===== src/rtl/uart_rx_frame_chk_err_sat_cnt.sv =====
// Saturating event counter: clear beats increment, holds at all-ones.
module err_sat_cnt #(
  parameter int CNT_WIDTH = 8
) (
  input  logic                 CLK,
  input  logic                 RST,
  input  logic                 clr,
  input  logic                 inc,
  output logic [CNT_WIDTH-1:0] cnt
);

  logic [CNT_WIDTH-1:0] cnt_q;
  logic [CNT_WIDTH-1:0] cnt_d;

  always_comb begin
    cnt_d = cnt_q;
    if (clr) begin
      cnt_d = '0;
    end else if (inc && (cnt_q != {CNT_WIDTH{1'b1}})) begin
      cnt_d = cnt_q + CNT_WIDTH'(1);
    end
  end

  always_ff @(posedge CLK or negedge RST) begin
    if (!RST) begin
      cnt_q <= '0;
    end else begin
      cnt_q <= cnt_d;
    end
  end

  assign cnt = cnt_q;

endmodule


===== config.mk =====
export PLATFORM = sky130hd
export DESIGN_NAME = err_sat_cnt
export DESIGN_NICKNAME = d
export VERILOG_FILES = /design/src/rtl/uart_rx_frame_chk_err_sat_cnt.sv
export SDC_FILE = /design/constraint.sdc
export NUM_CORES = 1
export LEC_CHECK = 0
export ABC_AREA = 1
export CORE_AREA = 2 2 39 41
export DETAILED_ROUTE_END_ITERATION = 8
export DIE_AREA = 0 0 41 43
export PLACE_DENSITY = 0.66
export SKIP_CTS_REPAIR_TIMING = 1
export SLEW_MARGIN = 20
export SYNTH_ARGS = -nofsm -noshare
export SYNTH_HDL_FRONTEND = slang
export SYNTH_SLANG_ARGS = --single-unit

===== constraint.sdc =====
create_clock -name CLK -period 2.4 [get_ports CLK]
set_clock_uncertainty 0.1 [all_clocks]
set_input_delay 0.48 -clock CLK [delete_from_list [all_inputs] [get_ports CLK]]
set_output_delay 0.48 -clock CLK [all_outputs]
set_load 0.03 [all_outputs]

==> results of run 1 <==
## worst max path at each step
stage | cells after the start | slack, ns | endpoint | startpoint
global route | 1 | 0.32 | cnt[5] | cnt[5]$_DFFE_PN0P_
finish | 1 | 0.42 | cnt[5] | cnt[5]$_DFFE_PN0P_
detailed placement | 6 | 0.61 | cnt[6]$_DFFE_PN0P_ | clr
global placement | 6 | 0.60 | cnt[2]$_DFFE_PN0P_ | clr
floorplan | 7 | 0.88 | cnt[7]$_DFFE_PN0P_ | cnt[0]$_DFFE_PN0P_
CTS | 1 | 0.41 | cnt[2] | cnt[2]$_DFFE_PN0P_
## metrics by stage
| step | instances | utilization (%) | setup WS [ns] | total power, mW | hold WS [ns] |
|---|---|---|---|---|---|
| 4_1_cts | 104 | 48.0 | 0.409 | 0.308 | 0.412 |
| 6_report | 104 | 48.0 | 0.416 | 0.302 | 0.408 |
| 2_1_floorplan | 74 | - | 0.879 | 0.182 | 0.0844 |
| 5_1_grt | 104 | 48.0 | 0.318 | 0.323 | 0.429 |
| 3_3_place_gp | 101 | 46.4 | 0.605 | 0.209 | 0.441 |
| 3_5_place_dp | 101 | 46.4 | 0.607 | 0.209 | 0.444 |
## cells by family (layout without fill, tap and decap cells)
family / after synthesis / count (layout)
buf+inv: 11 / 25
compound gates: 8 / 8
flops: 8 / 8
simple gates: 46 / 46
fa+ha+maj: 1 / 1
## report_power, final
| group | switching [mW] | internal (mW) |
|---|---|---|
| Combinational | 0.0338 | 0.0232 |
| Clock | 0.0387 | 0.0567 |
| Sequential | 0.00819 | 0.141 |
## routing by layer
layer | vias up | GRT usage [%]
met1 | 224 | 20.5
met3 | 0 | 1.57
met2 | 5 | 21.9
met4 | 0 | 10.0
li1 | 262 | -
met5 | - | 0
## cell type report
cell class	instances	area, µm²	area share, %
clock buffer	3	22.5	3.39
inverter	11	46.3	6.97
multi-input combinational	55	265	39.9
sequential	8	200	30.1
tap	16	20.0	3.01
timing repair buffer	11	110	16.6
## cells in the final DEF, fill, tap and decap left out, types with 3 or more instances in the layout
cell and n:
clkdlybuf4s50_1 11, inv_1 10, clkbuf_4 3, nand2_1 25
a21oi_1 4, dfrtp_1 8, nand3_1 9, nor2_1 5
==> flow_metrics.py, run 1 <==
metrics = {
    "drt": {
        "via_per_inst": 4.72,
        "wl_met1_um": 549,
        "top_layer_used": "met3",
        "drt_iter0_drc": 8,
        "wire_per_inst_um": 10.9,
        "dr_wl_met3_um": 28,
        "wl_um": 1140,
        "vias": 491,
        "drc": 0,
        "drtPass1Iterations": 3,
        "wl_met2_um": 559,
        "ant_nets": 0,
    },
    "synthesis": {
        "synth_nets": 79,
        "netlist_instances": 74,
        "synth_top_area_cell": "dfrtp_1",
        "synth_common_cells": "nand2_1 (25), inv_1 (10), nand3_1 (9)",
        "synthAdderAreaFrac_pct": 2.44,
        "synth_seq_area_share_pct": 39.1,
        "postSynth.asyncResetShare_pct": 100,
        "synth_top_area_share_pct": 39.1,
        "synth-compound-area-share_pct": 9.54,
        "synthMuxAreaShare_pct": 0,
        "synth_area_leaders": "dfrtp_1 (39%), nand2_1 (18%), nand3_1 (8.8%)",
        "syn-cell-area_um2": 512,
        "synth-edff-count": 0,
        "ys_ff_latch": 8,
        "avgSynthCellArea_um2": 6.92,
        "yosys.area_share.simple_pct": 39.9,
        "synth_xor_area_share_pct": 0,
        "synth_most_common_cell": "nand2_1",
        "yosysWarningCount": 0,
        "yosys_most_used_dff": "dfrtp_1",
        "synth.distinct_cells": 15,
        "synth_top_family_by_area": "simple AND/OR/NAND/NOR gates",
    },
    "sta": {
        "fin_tns_setup_ns": 0,
        "relSlewSlack_pct": 76.7,
        "setup_viol": 0,
        "rsz0062_at_grt": "no",
        "max_freq_ghz": 0.504,
        "final_max_slew_viol_count": 0,
        "post-route-min-period_ns": 1.98,
        "hold_violations": 0,
        "worst_pin_slew_ns": 0.349,
        "min_period_over_period_pct": 82.7,
    },
    "setup_path": {
        "r2r_end": "cnt[7]$_DFFE_PN0P_",
        "worstPathArrival_ns": 1.40,
        "slowest_stage": "clkdlybuf4s50_1",
        "rr_worst_depth": 7,
        "path_class": "register to primary output",
        "crit_family": "buffers and inverters",
        "rr_startpoint": "cnt[0]$_DFFE_PN0P_",
        "crit_chain": "clkdlybuf4s50_1",
        "start_kind": "register",
        "crit_fanout": 7,
        "critical_path_required_ns": 1.82,
        "endpoint_kind": "primary output",
        "r2r_slack_ns": 0.92,
        "crit_buf_inv": 1,
        "critical-path-max-stage-delay_ns": 0.71,
    },
    "layout": {
        "num_antenna_cells": 0,
        "fin_nets": 95,
        "largest_reg_flops": 8,
        "area_growth_pct": 29.8,
        "fill_cells": 137,
        "drive_gt1_share_pct": 11.4,
        "design_area_um2": 664,
    },
    "die": {
        "die_area_mm2": 0.00176,
        "core-area_mm2": 0.00138,
        "die_y_um": 43,
        "pin_count": 12,
        "dieWidth_um": 41,
        "std_cell_rows": 14,
        "start_util_pct": 37.0,
    },
    "global_route": {
        "track_usage_pct": 15.2,
        "gr-total-overflow": 0,
        "antenna_found_initial": 0,
        "grt_max_degree": 9,
        "grt_first_pass_wirelength_um": 1780,
        "grt_pass1_vias": 445,
    },
    "cts": {
        "cts_inserted_buffers": 3,
        "numClockSinks": 8,
        "h-tree-depth": 1,
        "tritoncts": "yes",
        "clock_path_buffers": 2,
        "insertion_delay_ns": 0.24,
        "clk_pin_slew_worst_paths_ns": 0.05,
        "cts-root-buf": "clkbuf_4",
    },
    "pwr": {
        "cellPowerDensity_mw_per_mm2": 454,
        "peakVddDrop_uv": 238,
        "leakagePower_nw": 0.314,
    },
    "place": {
        "port-buffer-count": 11,
        "placed_area_um2": 642,
        "place_congestion": 0.820,
        "hpwlAfterDp_um": 898,
    },
    "min_path": {
        "min_path_type": "primary input to asynchronous set/reset pin",
    },
    "run_status": {
        "status": "finished, final reports clean",
    },
    "flow_run": {
        "maxCapViolations": 0,
    },
}
Note: power is estimated with default switching activity, not from simulation.
==> run 2: changes to the inputs <==
==> constraint.sdc (replaced) <==
create_clock -name CLK -period 1.9 [get_ports CLK]
set_clock_uncertainty 0.1 [all_clocks]
set_input_delay 0.38 -clock CLK [delete_from_list [all_inputs] [get_ports CLK]]
set_output_delay 0.38 -clock CLK [all_outputs]
set_load 0.03 [all_outputs]
==> run 2 against run 1 <==
  * Non-clock buffer count grew 2
  * Via count grew 5.7%
  * Global-route usage grew 4.0 points
  * Utilization grew 1.4 points
  * Design area grew 3.0%
  * Wire length grew 12%
  * Clock power grew 36%
  * Count of clock-buffer cells in the layout is the same
  * Largest cell class unchanged
  * Highest routed layer is now met4
==> flow_metrics.py, run 2 (synthesis results as in run 1) <==
metrics = {
    "layout": {
        "area_growth_pct": 33.7,
        "largest_reg_flops": 8,
        "final_cell_mix": "nand2_1 (25), inv_1 (10), nand3_1 (9), clkdlybuf4s50_1 (9), dfrtp_1 (8)",
        "utilization_pct": 49.5,
        "layout_commonest_cell": "nand2_1",
        "num_antenna_cells": 0,
        "fin_nets": 97,
        "fill_cells": 140,
        "drive_gt1_share_pct": 13.3,
    },
    "sta": {
        "hold_violations": 0,
        "post-route-min-period_ns": 1.84,
        "final_max_slew_viol_count": 0,
        "rsz0062_at_grt": "no",
        "min_period_over_period_pct": 96.7,
        "relSlewSlack_pct": 75.1,
        "fin_tns_setup_ns": 0,
        "worst_pin_slew_ns": 0.372,
        "setup_slack_ns": 0.0626,
        "timing.hold.ws_ns": 0.307,
        "setup_viol": 0,
        "max_freq_ghz": 0.544,
    },
    "die": {
        "die_area_mm2": 0.00176,
        "core-area_mm2": 0.00138,
        "die_y_um": 43,
        "start_util_pct": 37.0,
        "pin_count": 12,
        "std_cell_rows": 14,
        "dieWidth_um": 41,
    },
    "cts": {
        "numClockSinks": 8,
        "clk_pin_slew_worst_paths_ns": 0.06,
        "clock_path_buffers": 2,
        "tritoncts": "yes",
        "h-tree-depth": 1,
        "cts-root-buf": "clkbuf_4",
        "insertion_delay_ns": 0.25,
        "cts_inserted_buffers": 3,
    },
    "place": {
        "place_congestion": 0.804,
        "hpwlAfterDp_um": 992,
        "pre_cts_slack_ns": 0.250,
        "port-buffer-count": 11,
    },
    "global_route": {
        "grt_max_degree": 9,
        "grt_first_pass_wirelength_um": 2170,
        "gr-total-overflow": 0,
        "grt_pass1_vias": 507,
        "antenna_found_initial": 0,
        "track_usage_pct": 19.2,
    },
    "pwr": {
        "peakVddDrop_uv": 354,
        "design_power_total_mw": 0.396,
        "cellPowerDensity_mw_per_mm2": 579,
        "leakagePower_nw": 0.361,
    },
    "setup_path": {
        "endpoint_kind": "primary output",
        "slowest_stage": "clkdlybuf4s50_1",
        "crit_chain": "clkdlybuf4s50_1",
        "critical-path-max-stage-delay_ns": 0.70,
        "start_kind": "register",
        "crit_fanout": 5,
        "worstPathArrival_ns": 1.36,
        "crit_family": "buffers and inverters",
        "path_class": "register to primary output",
        "crit_buf_inv": 1,
        "critical_path_required_ns": 1.42,
    },
    "drt": {
        "wl_um": 1280,
        "drt_iter0_drc": 12,
        "ant_nets": 0,
        "drc": 0,
        "vias": 519,
        "drtPass1Iterations": 4,
        "via_per_inst": 4.90,
        "wire_per_inst_um": 12.0,
    },
    "flow_run": {
        "maxCapViolations": 0,
    },
    "min_path": {
        "min_path_type": "primary input to asynchronous set/reset pin",
    },
    "run_status": {
        "status": "finished, final reports clean",
    },
}
run 2: cell type report:
class / count / area [µm²] / share of cell area, %
Multi-Input combinational cell: 55 / 265 / 38.8
Sequential cell: 8 / 200 / 29.3
Timing Repair Buffer: 13 / 130 / 19.0
Inverter: 11 / 46.3 / 6.76
Clock buffer: 3 / 22.5 / 3.29
Tap cell: 16 / 20.0 / 2.93
run 2: worst register-to-register path, cell delays in order (launching register included):
cell     delay (ns)
dfrtp_1        0.41
ha_1           0.23
nand2_2        0.11
nor2_2         0.04
a21oi_1        0.29
nand3_1        0.11
nand2_1        0.08
inv_1          0.04
run 2: path summary, 6_finish.rpt:
| kind | start | end | slack (ns) | cells after the start |
|---|---|---|---|---|
| min reg2reg | cnt[1]$_DFFE_PN0P_ | cnt[1]$_DFFE_PN0P_ | 0.45 | 2 |
| max reg2reg | cnt[0]$_DFFE_PN0P_ | cnt[7]$_DFFE_PN0P_ | 0.39 | 7 |
| max | cnt[1]$_DFFE_PN0P_ | cnt[1] | 0.06 | 1 |
| min | RST | cnt[0]$_DFFE_PN0P_ | 0.31 | 1 |
| min in group CLK | cnt[1]$_DFFE_PN0P_ | cnt[1]$_DFFE_PN0P_ | 0.45 | 2 |
| max in group asynchronous | RST | cnt[7]$_DFFE_PN0P_ | 1.12 | 1 |
run 2: through the flow:
stage / instances / instance area (µm²)
global placement: 103 / 657
detailed placement: 103 / 657
floorplan: 74 / 512
global route: 106 / 684
finish: 106 / 684
CTS: 106 / 679
run 2: routing by layer:
layer  track usage (%)  part of all wire (%)  wire (µm)
met3              5.76                   4.7         60
met2              27.8                    49        626
met4              13.3                  0.94         12
met1              23.1                    45        575
met5                 0                     0          0
run 2: report_power, final:
group          internal, mW  switching [mW]  leakage [nW]  total [mW]
sequential            0.178         0.00751         0.108       0.185
clock                0.0723          0.0573        0.0138       0.130
combinational        0.0333          0.0476         0.239      0.0810
total                 0.284           0.112         0.361       0.396
